<file path="config.mk">
export PLATFORM = sky130hd
export DESIGN_NAME = xilinx_dram_fifo
export DESIGN_NICKNAME = d
export VERILOG_FILES = /design/src/rtl/xilinx_dram_fifo_pkg.sv /design/src/rtl/xilinx_dram_fifo_array.sv /design/src/rtl/xilinx_dram_fifo.sv
export SDC_FILE = /design/constraint.sdc
export NUM_CORES = 1
export LEC_CHECK = 0
export CORE_MARGIN = 3
export CORE_UTILIZATION = 40
export CTS_CLUSTER_SIZE = 10
export DETAILED_ROUTE_END_ITERATION = 10
export MAX_ROUTING_LAYER = met4
export PLACE_DENSITY = 0.67
export SYNTH_ARGS = -nofsm -noshare
export SYNTH_HDL_FRONTEND = slang
export SYNTH_HIERARCHICAL = 1
export SYNTH_SLANG_ARGS = --single-unit
</file>
<file path="constraint.sdc">
create_clock -name CLK1 -period 2.55 [get_ports CLK1]
set_clock_uncertainty 0.05 [all_clocks]
set_input_delay 0.51 -clock CLK1 [delete_from_list [all_inputs] [get_ports CLK1]]
set_output_delay 0.51 -clock CLK1 [all_outputs]
set_load 0.1 [all_outputs]
</file>
<file path="src/rtl/xilinx_dram_fifo_pkg.sv">
// Shared constants and elaboration helpers for the LUTRAM-backed FWFT FIFO.
package xilinx_dram_fifo_pkg;

   // Only the 32/64/128-deep dual-port LUTRAM primitives are supported.
   function automatic bit abits_legal(input int abits);
      return (abits >= 32'sd5) && (abits <= 32'sd7);
   endfunction

   function automatic int depth_of(input int abits);
      return 32'sd1 << abits;
   endfunction

   function automatic int ptrw_of(input int abits);
      return abits + 32'sd1;
   endfunction

endpackage

</file>
<file path="src/rtl/xilinx_dram_fifo_array.sv">
// WIDTH x 2^ABITS dual-port LUTRAM: synchronous write port B1, asynchronous read port A1.
module xilinx_dram_fifo_array
   import xilinx_dram_fifo_pkg::*;
#(
   parameter int WIDTH = 8,
   parameter int ABITS = 6
) (
   input  logic             CLK1,
   input  logic [ABITS-1:0] A1ADDR,
   output logic [WIDTH-1:0] A1DATA,
   input  logic [ABITS-1:0] B1ADDR,
   input  logic [WIDTH-1:0] B1DATA,
   input  logic             B1EN
);

   localparam int DEPTH = depth_of(ABITS);

   logic [WIDTH-1:0] mem_r [DEPTH];

   // Write port; storage is deliberately unreset so it maps onto LUTRAM.
   always_ff @(posedge CLK1) begin
      if (B1EN) begin
         mem_r[B1ADDR] <= B1DATA;
      end
   end

   assign A1DATA = mem_r[A1ADDR];

endmodule

</file>
<file path="src/rtl/xilinx_dram_fifo.sv">
// First-word-fall-through FIFO: LUTRAM storage plus one registered output stage.
module xilinx_dram_fifo
   import xilinx_dram_fifo_pkg::*;
#(
   parameter int WIDTH = 8,
   parameter int ABITS = 6
) (
   input  logic             CLK1,
   input  logic             RST_N,
   input  logic [WIDTH-1:0] WR_DATA,
   input  logic             WR_VALID,
   output logic             WR_READY,
   output logic [WIDTH-1:0] RD_DATA,
   output logic             RD_VALID,
   input  logic             RD_READY,
   output logic [ABITS:0]   LEVEL
);

   localparam int PTRW = ptrw_of(ABITS);

   if (!abits_legal(ABITS)) begin : g_abits_illegal
      $error("xilinx_dram_fifo: ABITS must be 5, 6 or 7");
   end

   logic [PTRW-1:0]  wr_ptr_r;
   logic [PTRW-1:0]  rd_ptr_r;
   logic             out_valid_r;
   logic [WIDTH-1:0] out_data_r;
   logic [WIDTH-1:0] ram_rd_data_s;
   logic             ram_empty_s;
   logic             ram_full_s;
   logic             wr_fire_s;
   logic             load_s;
   logic             ram_we_s;

   // Occupancy flags and handshakes, all derived from registered state.
   always_comb begin
      ram_empty_s = 1'b0;
      ram_full_s  = 1'b0;
      if (wr_ptr_r == rd_ptr_r) begin
         ram_empty_s = 1'b1;
      end else if ((wr_ptr_r[PTRW-1] != rd_ptr_r[PTRW-1]) &&
                   (wr_ptr_r[PTRW-2:0] == rd_ptr_r[PTRW-2:0])) begin
         ram_full_s = 1'b1;
      end else begin
         ram_full_s = 1'b0;
      end
      wr_fire_s = WR_VALID & ~ram_full_s;
      load_s    = ~ram_empty_s & (~out_valid_r | RD_READY);
      // Gating with RST_N keeps the RAM untouched while reset is held.
      ram_we_s  = wr_fire_s & RST_N;
   end

   xilinx_dram_fifo_array #(
      .WIDTH (WIDTH),
      .ABITS (ABITS)
   ) u_array (
      .CLK1   (CLK1),
      .A1ADDR (rd_ptr_r[PTRW-2:0]),
      .A1DATA (ram_rd_data_s),
      .B1ADDR (wr_ptr_r[PTRW-2:0]),
      .B1DATA (WR_DATA),
      .B1EN   (ram_we_s)
   );

   // Pointers and the output stage that turns the async read into a stream.
   always_ff @(posedge CLK1 or negedge RST_N) begin
      if (!RST_N) begin
         wr_ptr_r    <= {PTRW{1'b0}};
         rd_ptr_r    <= {PTRW{1'b0}};
         out_valid_r <= 1'b0;
         out_data_r  <= {WIDTH{1'b0}};
      end else begin
         if (wr_fire_s) begin
            wr_ptr_r <= wr_ptr_r + {{(PTRW-1){1'b0}}, 1'b1};
         end
         if (load_s) begin
            out_data_r  <= ram_rd_data_s;
            rd_ptr_r    <= rd_ptr_r + {{(PTRW-1){1'b0}}, 1'b1};
            out_valid_r <= 1'b1;
         end else if (out_valid_r && RD_READY) begin
            out_valid_r <= 1'b0;
         end
      end
   end

   assign WR_READY = ~ram_full_s;
   assign RD_VALID = out_valid_r;
   assign RD_DATA  = out_data_r;
   assign LEVEL    = (wr_ptr_r - rd_ptr_r) + {{(PTRW-1){1'b0}}, out_valid_r};

endmodule

</file>
## Word level (Yosys, flattened, before mapping)

Memory sizes are Yosys's and may differ from the RTL's. A register that Yosys moved wholly into a read port is not among the register bits.
Cells that the tools add are included.

- Register bits after elaboration: 15
- RAM bits: 512
- Input port bits: 12
- Output and inout bits: 17
- Memories: 1

Memory list:

| memory | depth | bits a word | rd ports | clocked after Yosys merged registers in | write ports | RTL line | text |
|---|---|---|---|---|---|---|---|
| u_array.mem_r | 64 | 8 | 1 | 1 | 1 | xilinx_dram_fifo_array.sv:18 | `logic [WIDTH-1:0] mem_r [DEPTH];` |

- Add/sub/neg operators: 4
- Equality and inequality tests: 3
- Multiplexer cells: 7
- Bitwise gates (word level): 7
- Reduce and logical (&&, ||, !) cells: 4

Operators by type and width:

| cell | count |
|---|---|
| 7-bit by 1-bit adder with 7-bit output (second input constant) | 2 |
| 7-bit by 1-bit adder with 7-bit output | 1 |
| 7-bit equality test | 1 |
| 1-bit two-way mux | 7 |
| 7-bit subtractor | 1 |
| 6-bit equality test | 1 |
| 1-bit bitwise AND | 3 |
| 1-bit NOT | 3 |
| 1-bit logical AND | 2 |
| 2-bit nonzero test | 1 |
| 1-bit zero test | 1 |
| 1-bit inequality test | 1 |
| 1-bit OR | 1 |

## Longest topological paths before layout

- Depth in word-level cells: 9
- Mapped depth: 10
- Depth with buffers taken out: 9

## Cells and area by module

The synthesis kept the hierarchy.

Modules (own cells, without submodules):

| module | times used | cells an instance | area each (sq um) | seq. area each (sq um) |
|---|---|---|---|---|
| xilinx_dram_fifo_array | 1 | 932 | 20006.7 | 15374.7 |
| xilinx_dram_fifo | 1 | 122 | 1392.6 | 575.6 |

## Least setup slack after synthesis

OpenSTA, ideal clock, no wires.

- Path type: reg2out
- Start point: register out_valid_r (netlist: RD_VALID)
- End point: output LEVEL[6]
- Arrival: 3322 ps
- Required time: 1990 ps
- Setup slack: -1332 ps
- Cell stages (with the launch flop): 7
- Path through: dfrtp_1 > ha_1 > fa_1 > a211oi_1 > o21bai_1 > a21oi_1 > xnor2_1

- Word-level cells in the longest chain between the ends: 1

Ends and longest elaborated chain:

| item | RTL line | text |
|---|---|---|
| start, declared | xilinx_dram_fifo.sv:27 | `logic out_valid_r;` |
| start signal, assigned | xilinx_dram_fifo.sv:71 | `out_valid_r <= 1'b0;` |
| start signal, assigned | xilinx_dram_fifo.sv:80 | `out_valid_r <= 1'b1;` |
| start signal, assigned | xilinx_dram_fifo.sv:82 | `out_valid_r <= 1'b0;` |
| 7-bit by 1-bit adder with 7-bit output | xilinx_dram_fifo.sv:90 | `assign LEVEL = (wr_ptr_r - rd_ptr_r) + {{(PTRW-1){1'b0}}, out_valid_r};` |
| end, declared | xilinx_dram_fifo.sv:16 | `output logic [ABITS:0] LEVEL` |

Every way passes these cells.

## Worst setup path in the final report

- Start point: register rd_ptr_r[0]
- End point: output LEVEL[6]

- Word-level cells in the longest chain between the ends: 2

Ends and longest elaborated chain:

| item | RTL line | text |
|---|---|---|
| start, declared | xilinx_dram_fifo.sv:26 | `logic [PTRW-1:0] rd_ptr_r;` |
| start signal, assigned | xilinx_dram_fifo.sv:70 | `rd_ptr_r <= {PTRW{1'b0}};` |
| start signal, assigned | xilinx_dram_fifo.sv:79 | `rd_ptr_r <= rd_ptr_r + {{(PTRW-1){1'b0}}, 1'b1};` |
| 7-bit subtractor | xilinx_dram_fifo.sv:90 |  |
| 7-bit by 1-bit adder with 7-bit output | xilinx_dram_fifo.sv:90 |  |

Every way passes these cells.

==> metrics <==
status=finished, violations left; failing checks=setup timing; Syn Nets=~1,100; leading area contributor after synthesis=edfxtp_1; Post-DP Area=~24,000 µm²; clock root cell=clkbuf_16; Min Hold Slack=around 0.28 ns; required time worst endpoint=between 1.5 and 2 ns; first-pass GRT wire length=74.9 mm; Global Route met2 Usage=slightly below 30%; max cap viols=0; worst relative slew slack=47.4%; port buffer count=28; DRC=0; via count=between 10,000 and 15,000; Synth Flop Type=edfxtp_1; fin. max-slew vios=0; Synth Register Bits=between 500 and 600; crit path max fanout=2; Final Hold Viols=0; worst vdd rail ir drop=0.00190 V; Worst Setup Start Kind=flop; Min-Delay Path Class=in2reg; total die area=between 50,000 and 60,000 µm²; routed wire length=approximately 50 mm; Post-DRT Antenna Nets=0; synth warn=6; Worst Tran Pin Value=roughly 0.79 ns; layout cell share with drive strength beyond 1=between 40 and 50%; Routed wire per std cell=roughly 25 µm; Synth top area share=71.8%; syn avg cell area=slightly above 20 µm²; Reg clk slew, reported paths=0.06 ns; H-tree levels=2; Post-synth EDFFs=roughly 510; met1 GRT Util=around a quarter; crit path kind=reg2out; Synth area leaders=edfxtp_1 (72%), mux4_2 (13%), dfrtp_1 (2.7%); clk buf depth=3; P_leak=0.00858 µW; Netlist cell types=between 50 and 60; CP arrival=roughly 2.8 ns; Detail Placement HPWL=30.7 mm; # IOs=29; Total GRT Usage=~18%; Die X=237 µm; min cycle time layout=roughly 3.4 ns; # rows=84; Clock Latency Late Sink=about 0.60 ns; worst setup margin=-0.834 ns; DRT iter0 DRCs=~900; Power Density=1260 nW/µm²; Final Cycle Share=133%; largest net degree at the start of global routing=65; vias per std cell=approximately 5.6; CTS Buf Count=60; GR Overflow Total=0; asr flop ratio synth=4.30%; vias in the first global route=around 11,000; GP Congestion=~0.84; cells after synthesis=about 1,100; sequential share of the synthesized area=approximately three quarters; # clock sinks=~540; Starting Density=between 40% and 50%; met3 Track Usage GR=2.47%; initial antenna violation count=1; NumNets Final=1,270; setup violators final=15; drt first pass iters=5; commonest non-fill, non-tap cell in the layout=edfxtp_1; design area=approximately 27,000 µm²; crit end category=output port; most frequent cells in the layout=edfxtp_1 (512), mux4_2 (126), buf_4 (106); CTS tree=yes; FMAX=roughly 300 MHz; cell area after synthesis=roughly 21,000 µm²; Die Height=roughly 240 µm; final setup TNS=-5.63 ns; RSZ-0062 raised after global routing=true; P&R area growth vs syn=24.4%; core area=around 53,000 µm²; gr busiest metal=met2
==> flip-flops by register name, summed over array words and instances, names as in the netlist <==
name and count:
RD_DATA 8, RD_VALID 1, rd_ptr_r 7, u_array/mem_r 512
wr_ptr_r 7
==> stage by stage <==
stage	worst slack [ns]	std cells	power (µW)	utilization [%]
after floorplan	-0.221	1054	20100	-
after global placement	-0.459	1828	24500	45.2
after detailed placement	-0.515	1828	24600	45.2
after CTS	-0.879	1952	33400	49.6
after global routing	-0.938	1975	34900	50.5
final	-0.834	1975	33600	50.5
==> worst paths after layout <==
kind / from / to / slack, ns / cells after the start
min reg2reg: RD_DATA[7] / RD_DATA[7] / 0.51 / 1
max in group asynchronous: RST_N / rd_ptr_r[2] / 1.88 / 2
min in group asynchronous: RST_N / wr_ptr_r[1] / 0.29 / 2
max reg2reg: rd_ptr_r[0] / RD_DATA[6] / -0.30 / 11
max: rd_ptr_r[0] / LEVEL[6] / -0.83 / 9
min: WR_DATA[2] / u_array/mem_r[13][2] / 0.28 / 1
==> layout make-up <==
class	count	area [µm²]
Multi-Input combinational cell	456	5980
Clock buffer	102	1700
Tap cell	688	861
Fill cell	4097	26100
Inverter	11	43.8
Antenna cell	1	2.50
Clock inverter	3	28.8
Timing Repair Buffer	179	2040
Sequential cell	535	16000
==> Yosys cell counts, types with 2 or more instances <==
library cell / number
a2111oi_0: 2
a211oi_1: 5
a21oi_1: 7
a221oi_1: 6
a22oi_1: 3
and3_1: 3
buf_1: 4
buf_12: 2
buf_2: 11
buf_4: 13
buf_6: 5
clkbuf_1: 17
dfrtp_1: 23
edfxtp_1: 512
ha_1: 14
inv_1: 11
mux2_2: 23
mux2i_1: 23
mux4_2: 126
nand2_1: 22
nand2b_1: 8
nand3_1: 18
nand3b_1: 3
nand4_1: 5
nor2_1: 88
nor2b_1: 17
nor3_1: 11
nor4_1: 2
o2111ai_1: 3
o21a_1: 2
o21ai_0: 3
o21ai_1: 2
o221a_2: 2
o221ai_1: 8
o22ai_1: 8
o2bb2ai_1: 3
o31ai_4: 2
o32ai_1: 2
o41ai_1: 2
xnor2_1: 14
xor2_1: 3
==> repair_timing <==
action | CTS | global route
gates resized for setup | 84 | 35
setup buffers | 17 | 22
setup endpoints to repair | 239 | 221
hold endpoints to repair | 0 | 0
gates cloned | 3 | 2
hold buffers | 0 | 0
pin swaps | 13 | 32
==> cells by family (layout without fill, tap and decap cells) <==
kind of cell,after synthesis,after routing,share of synthesized area [%]
AOI/OAI and AO/OA,67,67,2.50
xor gates and xnor gates,18,18,0.772
adders and majority gates,15,15,0.912
buffers and inverters,63,295,1.72
DFF,535,535,74.5
muxes,172,172,15.5
other,0,1,0
and+or+nand+nor,184,184,4.01
==> layer usage <==
| layer | routed length [µm] | vias to the layer above | part of all wire (%) |
|---|---|---|---|
| li1 | - | 4718 | - |
| met1 | 20800 | 5891 | 42 |
| met2 | 24800 | 390 | 50 |
| met3 | 2880 | 77 | 5.8 |
| met4 | 1190 | 0 | 2.4 |
| met5 | 0 | - | 0 |
==> worst max-delay path, stage by stage (launching register included) <==
cell and delay (ns):
dfrtp_4 0.49, ha_4 0.28, inv_2 0.04, ha_4 0.16
fa_2 0.37, a211oi_2 0.19, o21bai_1 0.11, a21oi_2 0.25
xnor2_4 0.15, buf_12 0.19
==> power by group <==
| part | internal, µW | switching (µW) | total, µW | leakage, µW |
|---|---|---|---|---|
| clock | 4480 | 3180 | 7650 | 0.000822 |
| sequential | 9980 | 216 | 10200 | 0.00487 |
| combinational | 6960 | 8810 | 15800 | 0.00289 |
No activity file was read; power rests on OpenSTA's default activity.
